$ cat config.mk
export PLATFORM = sky130hd
export DESIGN_NAME = mc_control_fsm_flat
export DESIGN_NICKNAME = d
export VERILOG_FILES = /design/src/rtl/mc_control_fsm_if.sv /design/src/rtl/mc_control_fsm.sv /design/src/flat_wrapper.sv
export SDC_FILE = /design/constraint.sdc
export NUM_CORES = 1
export LEC_CHECK = 0
export ABC_AREA = 1
export CORE_MARGIN = 5
export CORE_UTILIZATION = 39
export DETAILED_ROUTE_END_ITERATION = 6
export GPL_ROUTABILITY_DRIVEN = 0
export PLACE_DENSITY = 0.83
export REMOVE_ABC_BUFFERS = 1
export SLEW_MARGIN = 40
export SYNTH_ARGS = -nofsm -noshare
export SYNTH_HDL_FRONTEND = slang
export SYNTH_SLANG_ARGS = --single-unit
$ cat constraint.sdc
create_clock -name clk -period 3 [get_ports clk]
set_input_delay 0.3 -clock clk [delete_from_list [all_inputs] [get_ports clk]]
set_output_delay 0.3 -clock clk [all_outputs]
set_load 0.02 [all_outputs]
$ cat src/rtl/mc_control_fsm_if.sv
// Control-unit boundary of the multicycle core: decode inputs from the IR and ALU,
// and every datapath enable/select driven back into the datapath.
interface mc_control_fsm_if;
  logic [5:0] op;
  logic [5:0] funct;
  logic       zero;
  logic       irwrite;
  logic       memwrite;
  logic       iord;
  logic       pcen;
  logic       regwrite;
  logic       regdst;
  logic       memtoreg;
  logic       alusrca;
  logic [1:0] alusrcb;
  logic [1:0] pcsrc;
  logic [2:0] alucontrol;
  logic       halt;
  logic [3:0] state_dbg;

  modport master (
    output op, funct, zero,
    input  irwrite, memwrite, iord, pcen, regwrite, regdst, memtoreg,
           alusrca, alusrcb, pcsrc, alucontrol, halt, state_dbg
  );

  modport slave (
    input  op, funct, zero,
    output irwrite, memwrite, iord, pcen, regwrite, regdst, memtoreg,
           alusrca, alusrcb, pcsrc, alucontrol, halt, state_dbg
  );
endinterface

$ cat src/rtl/mc_control_fsm.sv
// Moore control FSM + ALU decoder for the multicycle MIPS core; lw 5, sw/R/addi 4, beq/j 3 cycles.
// No backpressure: memory is synchronous, one state per clock; async reset forces all enables low.
module mc_control_fsm #(
  parameter bit TRAP_ILLEGAL = 1'b0
) (
  input logic           clk,
  input logic           reset_n,
  mc_control_fsm_if.slave bus
);

  localparam logic [5:0] OP_RTYPE = 6'b000000;
  localparam logic [5:0] OP_LW    = 6'b100011;
  localparam logic [5:0] OP_SW    = 6'b101011;
  localparam logic [5:0] OP_BEQ   = 6'b000100;
  localparam logic [5:0] OP_ADDI  = 6'b001000;
  localparam logic [5:0] OP_J     = 6'b000010;

  typedef enum logic [3:0] {
    S_RST    = 4'd0,
    S_FETCH  = 4'd1,
    S_DECODE = 4'd2,
    S_MEMADR = 4'd3,
    S_MEMRD  = 4'd4,
    S_MEMWB  = 4'd5,
    S_MEMWR  = 4'd6,
    S_RTEX   = 4'd7,
    S_RTWB   = 4'd8,
    S_BEQEX  = 4'd9,
    S_ADDIEX = 4'd10,
    S_ADDIWB = 4'd11,
    S_JEX    = 4'd12,
    S_HALT   = 4'd13
  } state_t;

  state_t     state, next_state;
  logic       is_sw;
  logic       pcwrite, branch;
  logic [1:0] aluop;
  logic       irwrite, memwrite, iord, regwrite, regdst, memtoreg, alusrca, halt;
  logic [1:0] alusrcb, pcsrc;
  logic [2:0] alucontrol;

  // op is only trusted in DECODE, so the lw/sw choice is remembered for MEMADR
  always_ff @(posedge clk or negedge reset_n) begin
    if (!reset_n) begin
      state <= S_RST;
      is_sw <= 1'b0;
    end else begin
      state <= next_state;
      if (state == S_DECODE) is_sw <= (bus.op == OP_SW);
    end
  end

  always_comb begin
    next_state = state;
    irwrite    = 1'b0;
    memwrite   = 1'b0;
    iord       = 1'b0;
    pcwrite    = 1'b0;
    branch     = 1'b0;
    regwrite   = 1'b0;
    regdst     = 1'b0;
    memtoreg   = 1'b0;
    alusrca    = 1'b0;
    alusrcb    = 2'b00;
    pcsrc      = 2'b00;
    aluop      = 2'b00;
    halt       = 1'b0;
    case (state)
      S_RST:    next_state = S_FETCH;
      S_FETCH: begin
        irwrite    = 1'b1;
        alusrcb    = 2'b01;
        pcwrite    = 1'b1;
        next_state = S_DECODE;
      end
      S_DECODE: begin
        alusrcb = 2'b11;
        case (bus.op)
          OP_LW, OP_SW: next_state = S_MEMADR;
          OP_RTYPE:     next_state = S_RTEX;
          OP_BEQ:       next_state = S_BEQEX;
          OP_ADDI:      next_state = S_ADDIEX;
          OP_J:         next_state = S_JEX;
          default:      next_state = TRAP_ILLEGAL ? S_HALT : S_FETCH;
        endcase
      end
      S_MEMADR: begin
        alusrca    = 1'b1;
        alusrcb    = 2'b10;
        next_state = is_sw ? S_MEMWR : S_MEMRD;
      end
      S_MEMRD: begin
        iord       = 1'b1;
        next_state = S_MEMWB;
      end
      S_MEMWB: begin
        regwrite   = 1'b1;
        memtoreg   = 1'b1;
        next_state = S_FETCH;
      end
      S_MEMWR: begin
        iord       = 1'b1;
        memwrite   = 1'b1;
        next_state = S_FETCH;
      end
      S_RTEX: begin
        alusrca    = 1'b1;
        aluop      = 2'b10;
        next_state = S_RTWB;
      end
      S_RTWB: begin
        regwrite   = 1'b1;
        regdst     = 1'b1;
        next_state = S_FETCH;
      end
      S_BEQEX: begin
        alusrca    = 1'b1;
        aluop      = 2'b01;
        branch     = 1'b1;
        pcsrc      = 2'b01;
        next_state = S_FETCH;
      end
      S_ADDIEX: begin
        alusrca    = 1'b1;
        alusrcb    = 2'b10;
        next_state = S_ADDIWB;
      end
      S_ADDIWB: begin
        regwrite   = 1'b1;
        next_state = S_FETCH;
      end
      S_JEX: begin
        pcsrc      = 2'b10;
        pcwrite    = 1'b1;
        next_state = S_FETCH;
      end
      S_HALT: begin
        halt       = 1'b1;
        next_state = S_HALT;
      end
      default:  next_state = S_RST;
    endcase
  end

  // RST is the only state where alucontrol is forced to 000 rather than the add default
  always_comb begin
    alucontrol = 3'b010;
    case (aluop)
      2'b00: alucontrol = 3'b010;
      2'b01: alucontrol = 3'b110;
      default: begin
        case (bus.funct)
          6'b100000: alucontrol = 3'b010;
          6'b100010: alucontrol = 3'b110;
          6'b100100: alucontrol = 3'b000;
          6'b100101: alucontrol = 3'b001;
          6'b101010: alucontrol = 3'b111;
          default:   alucontrol = 3'b010;
        endcase
      end
    endcase
    if (state == S_RST) alucontrol = 3'b000;
  end

  assign bus.irwrite    = irwrite;
  assign bus.memwrite   = memwrite;
  assign bus.iord       = iord;
  assign bus.pcen       = pcwrite | (branch & bus.zero);
  assign bus.regwrite   = regwrite;
  assign bus.regdst     = regdst;
  assign bus.memtoreg   = memtoreg;
  assign bus.alusrca    = alusrca;
  assign bus.alusrcb    = alusrcb;
  assign bus.pcsrc      = pcsrc;
  assign bus.alucontrol = alucontrol;
  assign bus.halt       = halt;
  assign bus.state_dbg  = state;

endmodule
$ cat src/flat_wrapper.sv
// flat-port wrapper written by rule: the top's interface ports become plain ports
module mc_control_fsm_flat 
#(
  parameter bit TRAP_ILLEGAL = 1'b0
)
  (clk, reset_n, bus_op, bus_funct, bus_zero, bus_irwrite, bus_memwrite, bus_iord, bus_pcen, bus_regwrite, bus_regdst, bus_memtoreg, bus_alusrca, bus_alusrcb, bus_pcsrc, bus_alucontrol, bus_halt, bus_state_dbg);
  mc_control_fsm_if bus_i ();
  input logic clk;
  input logic reset_n;
  input wire logic [$bits(bus_i.op)-1:0] bus_op;
  input wire logic [$bits(bus_i.funct)-1:0] bus_funct;
  input wire logic [$bits(bus_i.zero)-1:0] bus_zero;
  output wire logic [$bits(bus_i.irwrite)-1:0] bus_irwrite;
  output wire logic [$bits(bus_i.memwrite)-1:0] bus_memwrite;
  output wire logic [$bits(bus_i.iord)-1:0] bus_iord;
  output wire logic [$bits(bus_i.pcen)-1:0] bus_pcen;
  output wire logic [$bits(bus_i.regwrite)-1:0] bus_regwrite;
  output wire logic [$bits(bus_i.regdst)-1:0] bus_regdst;
  output wire logic [$bits(bus_i.memtoreg)-1:0] bus_memtoreg;
  output wire logic [$bits(bus_i.alusrca)-1:0] bus_alusrca;
  output wire logic [$bits(bus_i.alusrcb)-1:0] bus_alusrcb;
  output wire logic [$bits(bus_i.pcsrc)-1:0] bus_pcsrc;
  output wire logic [$bits(bus_i.alucontrol)-1:0] bus_alucontrol;
  output wire logic [$bits(bus_i.halt)-1:0] bus_halt;
  output wire logic [$bits(bus_i.state_dbg)-1:0] bus_state_dbg;
  assign bus_i.op = bus_op;
  assign bus_i.funct = bus_funct;
  assign bus_i.zero = bus_zero;
  assign bus_irwrite = bus_i.irwrite;
  assign bus_memwrite = bus_i.memwrite;
  assign bus_iord = bus_i.iord;
  assign bus_pcen = bus_i.pcen;
  assign bus_regwrite = bus_i.regwrite;
  assign bus_regdst = bus_i.regdst;
  assign bus_memtoreg = bus_i.memtoreg;
  assign bus_alusrca = bus_i.alusrca;
  assign bus_alusrcb = bus_i.alusrcb;
  assign bus_pcsrc = bus_i.pcsrc;
  assign bus_alucontrol = bus_i.alucontrol;
  assign bus_halt = bus_i.halt;
  assign bus_state_dbg = bus_i.state_dbg;
  mc_control_fsm #(.TRAP_ILLEGAL(TRAP_ILLEGAL)) u_core (.clk(clk), .reset_n(reset_n), .bus(bus_i));
endmodule
# Word level (Yosys, flattened, before mapping)
# Index checks and enable logic that the tools add are counted.
[classes]
addsub = 0
multipliers = 0
div_mod_pow = 0
n_lt_le_gt_ge = 0
n_eq_ne = 23
shifts = 0
mux = 19
n_bitwise = 2
reduce_logical = 10
[ops]
columns = ["operator", "n"]
rows = [
  ["$eq A6 B6 Y1 const B", 6],
  ["$pmux W4 S8", 1],
  ["$eq A4 B4 Y1 const B", 6],
  ["$pmux W4 S5", 1],
  ["$eq A4 B3 Y1 const B", 4],
  ["$pmux W3 S4", 1],
  ["$mux W1", 10],
  ["$eq A4 B2 Y1 const B", 2],
  ["$pmux W2 S2", 2],
  ["$reduce_or A2 Y1", 4],
  ["$reduce_or A7 Y1", 1],
  ["$eq A6 B2 Y1 const B", 1],
  ["$eq A6 B3 Y1 const B", 1],
  ["$eq A6 B4 Y1 const B", 1],
  ["$logic_not A6 Y1", 1],
  ["$pmux W2 S3", 1],
  ["$pmux W3 S2", 1],
  ["$eq A4 B1 Y1 const B", 1],
  ["$logic_not A4 Y1", 1],
  ["$reduce_or A4 Y1", 1],
  ["$mux W3", 1],
  ["$reduce_or A3 Y1", 1],
  ["$eq A2 B1 Y1 const B", 1],
  ["$logic_not A2 Y1", 1],
  ["3 further kinds", 3],
]
[word_totals]
reg_bits = 5
latchBits = 0
ram_bits = 0
mem_bits_ro = 0
in_bits = 15
out_inout_bits = 20
elab_cells = 56
mem_count = 0

# Logic depth before layout (Yosys ltp)
[depth]
depth_word = 5
ltp_mapped = 7

# Worst setup path after synthesis
# No wires, ideal clock.
[synth_path]
kind = "flip-flop to output port"
start = "reg u_core.state[3], in the netlist u_core.bus.state_dbg[3]"
end = "out bus_regwrite"
t_arrival_ns = 1.419
required_time_ns = 2.700
path_slack_ns = 1.281
stages_incl_launch_ff = 7
path_buffers = 0
path_cell_list = "dfrtp_1 inv_2 nor2_2 inv_2 nor2_1 nor2_1 o21ai_1"
[synth_via]
elab_chain_len = 3
word_cells_on_any_way = 5
[synth_lines]
columns = ["element", "line", "rtl"]
rows = [
  ["start: declaration", "mc_control_fsm.sv:35", "state_t state, next_state;"],
  ["start signal: assignment", "mc_control_fsm.sv:49", "state <= next_state;"],
  ["$eq A4 B3 Y1 / $eq A4 B4 Y1 (equally long branches)", "mc_control_fsm.sv:69", "case (state)"],
  ["$reduce_or A3 Y1 (no source line) *", "-", ""],
  ["$mux W1 *", "mc_control_fsm.sv:69", ""],
  ["end: declaration", "flat_wrapper.sv:17", "output wire logic [$bits(bus_i.regwrite)-1:0] bus_regwrite;"],
]
# Every way passes the cells marked *; elsewhere a longest branch is shown, timed or not.

# Worst setup path in the final report
[layout_path]
start = "reg u_core.state[2], in the netlist u_core.bus.state_dbg[2]"
end = "out bus_pcen"
[layout_via]
elab_chain_len = 4
word_cells_on_any_way = 8
[layout_lines]
columns = ["element", "line", "rtl"]
rows = [
  ["$eq A4 B1 Y1 / $eq A4 B4 Y1 (equally long branches)", "mc_control_fsm.sv:69", ""],
  ["$reduce_or A2 Y1 (no source line) / $mux W1 (equally long branches)", "-", ""],
  ["$mux W1 / $and A1 B1 Y1 (equally long branches)", "mc_control_fsm.sv:69, mc_control_fsm.sv:169", ""],
  ["$or A1 B1 Y1 *", "mc_control_fsm.sv:169", "assign bus.pcen = pcwrite | (branch & bus.zero);"],
  ["end: declaration", "flat_wrapper.sv:16", "output wire logic [$bits(bus_i.pcen)-1:0] bus_pcen;"],
]
# Marks and branches as above.

==> results <==
- The share of the clock period used by the worst path after layout is 73.6%.
- The number of port buffers is 34.
- The number of buffer and inverter instances along the worst setup path is 3.
- The total overflow left after global routing is 0.
- The kind of end point of the critical path is a primary output.
- The wire length per cell is around 11 um.
- The die extent in x is between 40 and 50 um.
- The number of instances resized during post-cts repair is 0.
- The register bit total from synthesis is 5.
- The worst setup path is launched from a flip-flop.
- After clock tree synthesis, the clock-pin slew on the worst setup and hold paths is ~0.050 ns.
- The total detailed-routing wirelength is around 1.7 mm.
- The tool flagged a number of max-cap violations equal to 0.
- The global-route usage over all layers is 16.0%.
- The critical path is of the flip-flop to primary output type.
- The number of synthesis warnings is 0.
- The post-layout total power is 0.000786 W.
- The critical path's top delay family is buffers and inverters.
- The via count of the first global-routing pass was ~710.
- The first global-routing pass estimated 2.99 mm of wire.
- The count of boundary I/O pins is 35.
- The internal reg-to-reg setup slack is 1.79 ns.
- The fmax is 453 MHz.
- On the final layout, the worst clock skew is 0.00853 ns.
- Setup repair after global routing left no endpoint under its margin.
- The library cell used most frequently in the layout, excluding fill and tap cells, is sky130_fd_sc_hd__clkdlybuf4s50_1.
- The placed wire-length estimate after detailed placement is 1.55 mm.
- The part of the Yosys area used for sequential elements is 21.5%.
- The initialized floorplan defines 14 standard-cell rows.
- The core region is 1450 um2.
- TritonCTS built the clock tree.
- Synthesis handed over a netlist of a little under 100 instances.
- The tightest min-delay check is of the input pin to async pin type.
- The final layout contains 153 nets.
- The maximum clock insertion buffer count is 2.
- The cell leakage power is approximately 0.46 nW.
- The number of buffers added by the clock tree synthesis step is 3.
- The count of final hold-check violations is 0.
- Buffers inserted to repair hold after CTS numbered 0.
- The endpoint required time on the critical path is 2.70 ns.
- The detailed router finished its first iteration with 6 violations.
- The arrival time at the worst endpoint is 1.91 ns.
- The run finished with clean final reports.
- The distinct cell type count of the synthesized netlist is 20.
- Entering global routing, the biggest net connects 9 pins.
- The overall via count from detail_route is 737.
- The number of antenna violations at the first check in global routing came to 0.
- In the final layout, the share of cells above drive strength 1 is about 20%.
- The initial core utilization is between 40% and 50%.
- Setup violations remaining at the end of the flow were counted as 0.
- For the pin with the worst max-slew slack, the measured transition is slightly above 0.3 ns.
- The tree built by TritonCTS fans out to 5 sinks.
- The post-synthesis instance area is 582 um2.
- The library cells used most frequently in the layout, excluding fill and tap cells, are sky130_fd_sc_hd__clkdlybuf4s50_1 (34), sky130_fd_sc_hd__nor2_1 (19), sky130_fd_sc_hd__nand2_1 (16), sky130_fd_sc_hd__nand3_1 (13), sky130_fd_sc_hd__inv_1 (12).
- The number of diodes added for antenna fixing is 0.
- The area added between synthesis and finish is 66.5%.
- Post-CTS timing repair inserted 0 buffers for setup.
- Traced cell by cell, the critical path runs through nor2_2 -> inv_2 -> nor2_4 -> inv_2 -> nand3_1 -> clkdlybuf4s50_1.
- For this run, design rule violations remaining after detail routing come to 0.
- Power spread over the standard cell area amounts to 812 nW/um2.
- The max-slew violation total from the final report is 0.
- The remaining antenna violation count is 0.
- The largest single stage delay on the critical path is 0.60 ns.
- The number of levels the H-tree was split into is 1.
- Measured against its own limit, the worst slew margin works out to 79.6%.
- The clock network latency to the later pin of the worst-skew pair is 0.25 ns.
- The full die area is between 2000 and 2500 um2.
- The maximum fanout count along the critical path is 8.
- The peak supply drop is 0.388 mV.
- On the critical path, the stage with the largest delay is an instance of sky130_fd_sc_hd__clkdlybuf4s50_1.
- The final design utilization is roughly 67%.
- A synthesized cell averages 5.88 um2.
- The smallest clock period supported by the final layout is computed as 2.21 ns.
- The vertical extent of the die is 48.6 um.
- The final setup TNS is 0 ns.
- The number of vias per cell is ~4.8.
- The critical path's most frequent cell is sky130_fd_sc_hd__inv_2.
- Before antenna repair, the detailed router went through 3 iterations.
- The tree is rooted in a sky130_fd_sc_hd__clkbuf_4.
path summary, 6_finish.rpt:
| path | cells past startpoint | from | end |
|---|---|---|---|
| worst max-delay path | 6 | u_core.bus.state_dbg[2] | bus_pcen |
| worst min-delay path | 1 | reset_n | u_core.is_sw |
| worst max register to register | 7 | u_core.bus.state_dbg[2] | u_core.bus.state_dbg[1] |
| worst min register to register | 2 | u_core.is_sw | u_core.is_sw |
| max in group asynchronous | 1 | reset_n | u_core.bus.state_dbg[0] |
| min in group clk | 2 | u_core.is_sw | u_core.is_sw |
flip-flops by register name (all words and copies together) (netlist names):
signal                count
u_core.is_sw              1
u_core.bus.state_dbg      4
layout make-up:
type                            count  area [um2]
Fill cell                         137         485
Sequential cell                     5         125
Tap cell                           16        20.0
Clock buffer                        4        26.3
Timing Repair Buffer               34         340
Multi-Input combinational cell     73         378
Inverter                           21        78.8
layer usage:
layer	share of wire, %	up-vias	global-route usage [%]
met4	1.4	0	8.07
met2	55	27	30.7
met3	7.1	3	4.60
li1	-	390	-
met1	37	317	14.8
met5	0	-	0
cells in the mapped netlist:
library cell,instances,area share [%]
sky130_fd_sc_hd__o21bai_1,1,1.3
sky130_fd_sc_hd__or2_2,1,1.1
sky130_fd_sc_hd__dfrtp_1,5,22
sky130_fd_sc_hd__nand2_4,1,1.9
sky130_fd_sc_hd__nor2_2,5,5.4
sky130_fd_sc_hd__nand2_1,16,10
sky130_fd_sc_hd__nor2_4,2,3.9
sky130_fd_sc_hd__nor3_2,1,1.7
sky130_fd_sc_hd__inv_2,9,5.8
sky130_fd_sc_hd__nand4_1,2,2.2
sky130_fd_sc_hd__nor2_1,19,12
sky130_fd_sc_hd__nor3_4,1,2.8
sky130_fd_sc_hd__nor3_1,1,0.86
sky130_fd_sc_hd__nand3_2,1,1.7
sky130_fd_sc_hd__a21oi_1,2,1.7
sky130_fd_sc_hd__o21ai_1,3,2.6
sky130_fd_sc_hd__nand2_2,3,3.2
sky130_fd_sc_hd__nand3_1,13,11
sky130_fd_sc_hd__inv_1,12,7.7
sky130_fd_sc_hd__o21ai_0,1,0.86
cells by family (layout without fill, tap and decap cells):
family / count (synthesis) / after routing / share of synthesized area [%]
AO/OA/AOI/OAI: 7 / 7 / 6.45
flip-flops: 5 / 5 / 21.5
AND/OR/NAND/NOR: 66 / 66 / 58.5
buffers and inverters: 21 / 59 / 13.5
report_power, final:
part	internal [W]	total (W)	switching [W]
combinational	0.000245	0.000574	0.000329
clock	0.0000503	0.0000787	0.0000284
sequential	0.0000894	0.000134	0.0000442
through the flow:
step / worst slack [ns] / area [um2] / std cells / hold slack, ns
2_1_floorplan: 1.28 / 582 / 99 / 0.00441
3_3_place_gp: 0.877 / 942 / 149 / 0.517
3_5_place_dp: 0.809 / 942 / 149 / 0.519
4_1_cts: 0.780 / 968 / 153 / 0.265
5_1_grt: 0.690 / 968 / 153 / 0.276
6_report: 0.793 / 968 / 153 / 0.268
Power figures use the tool's default switching activity.
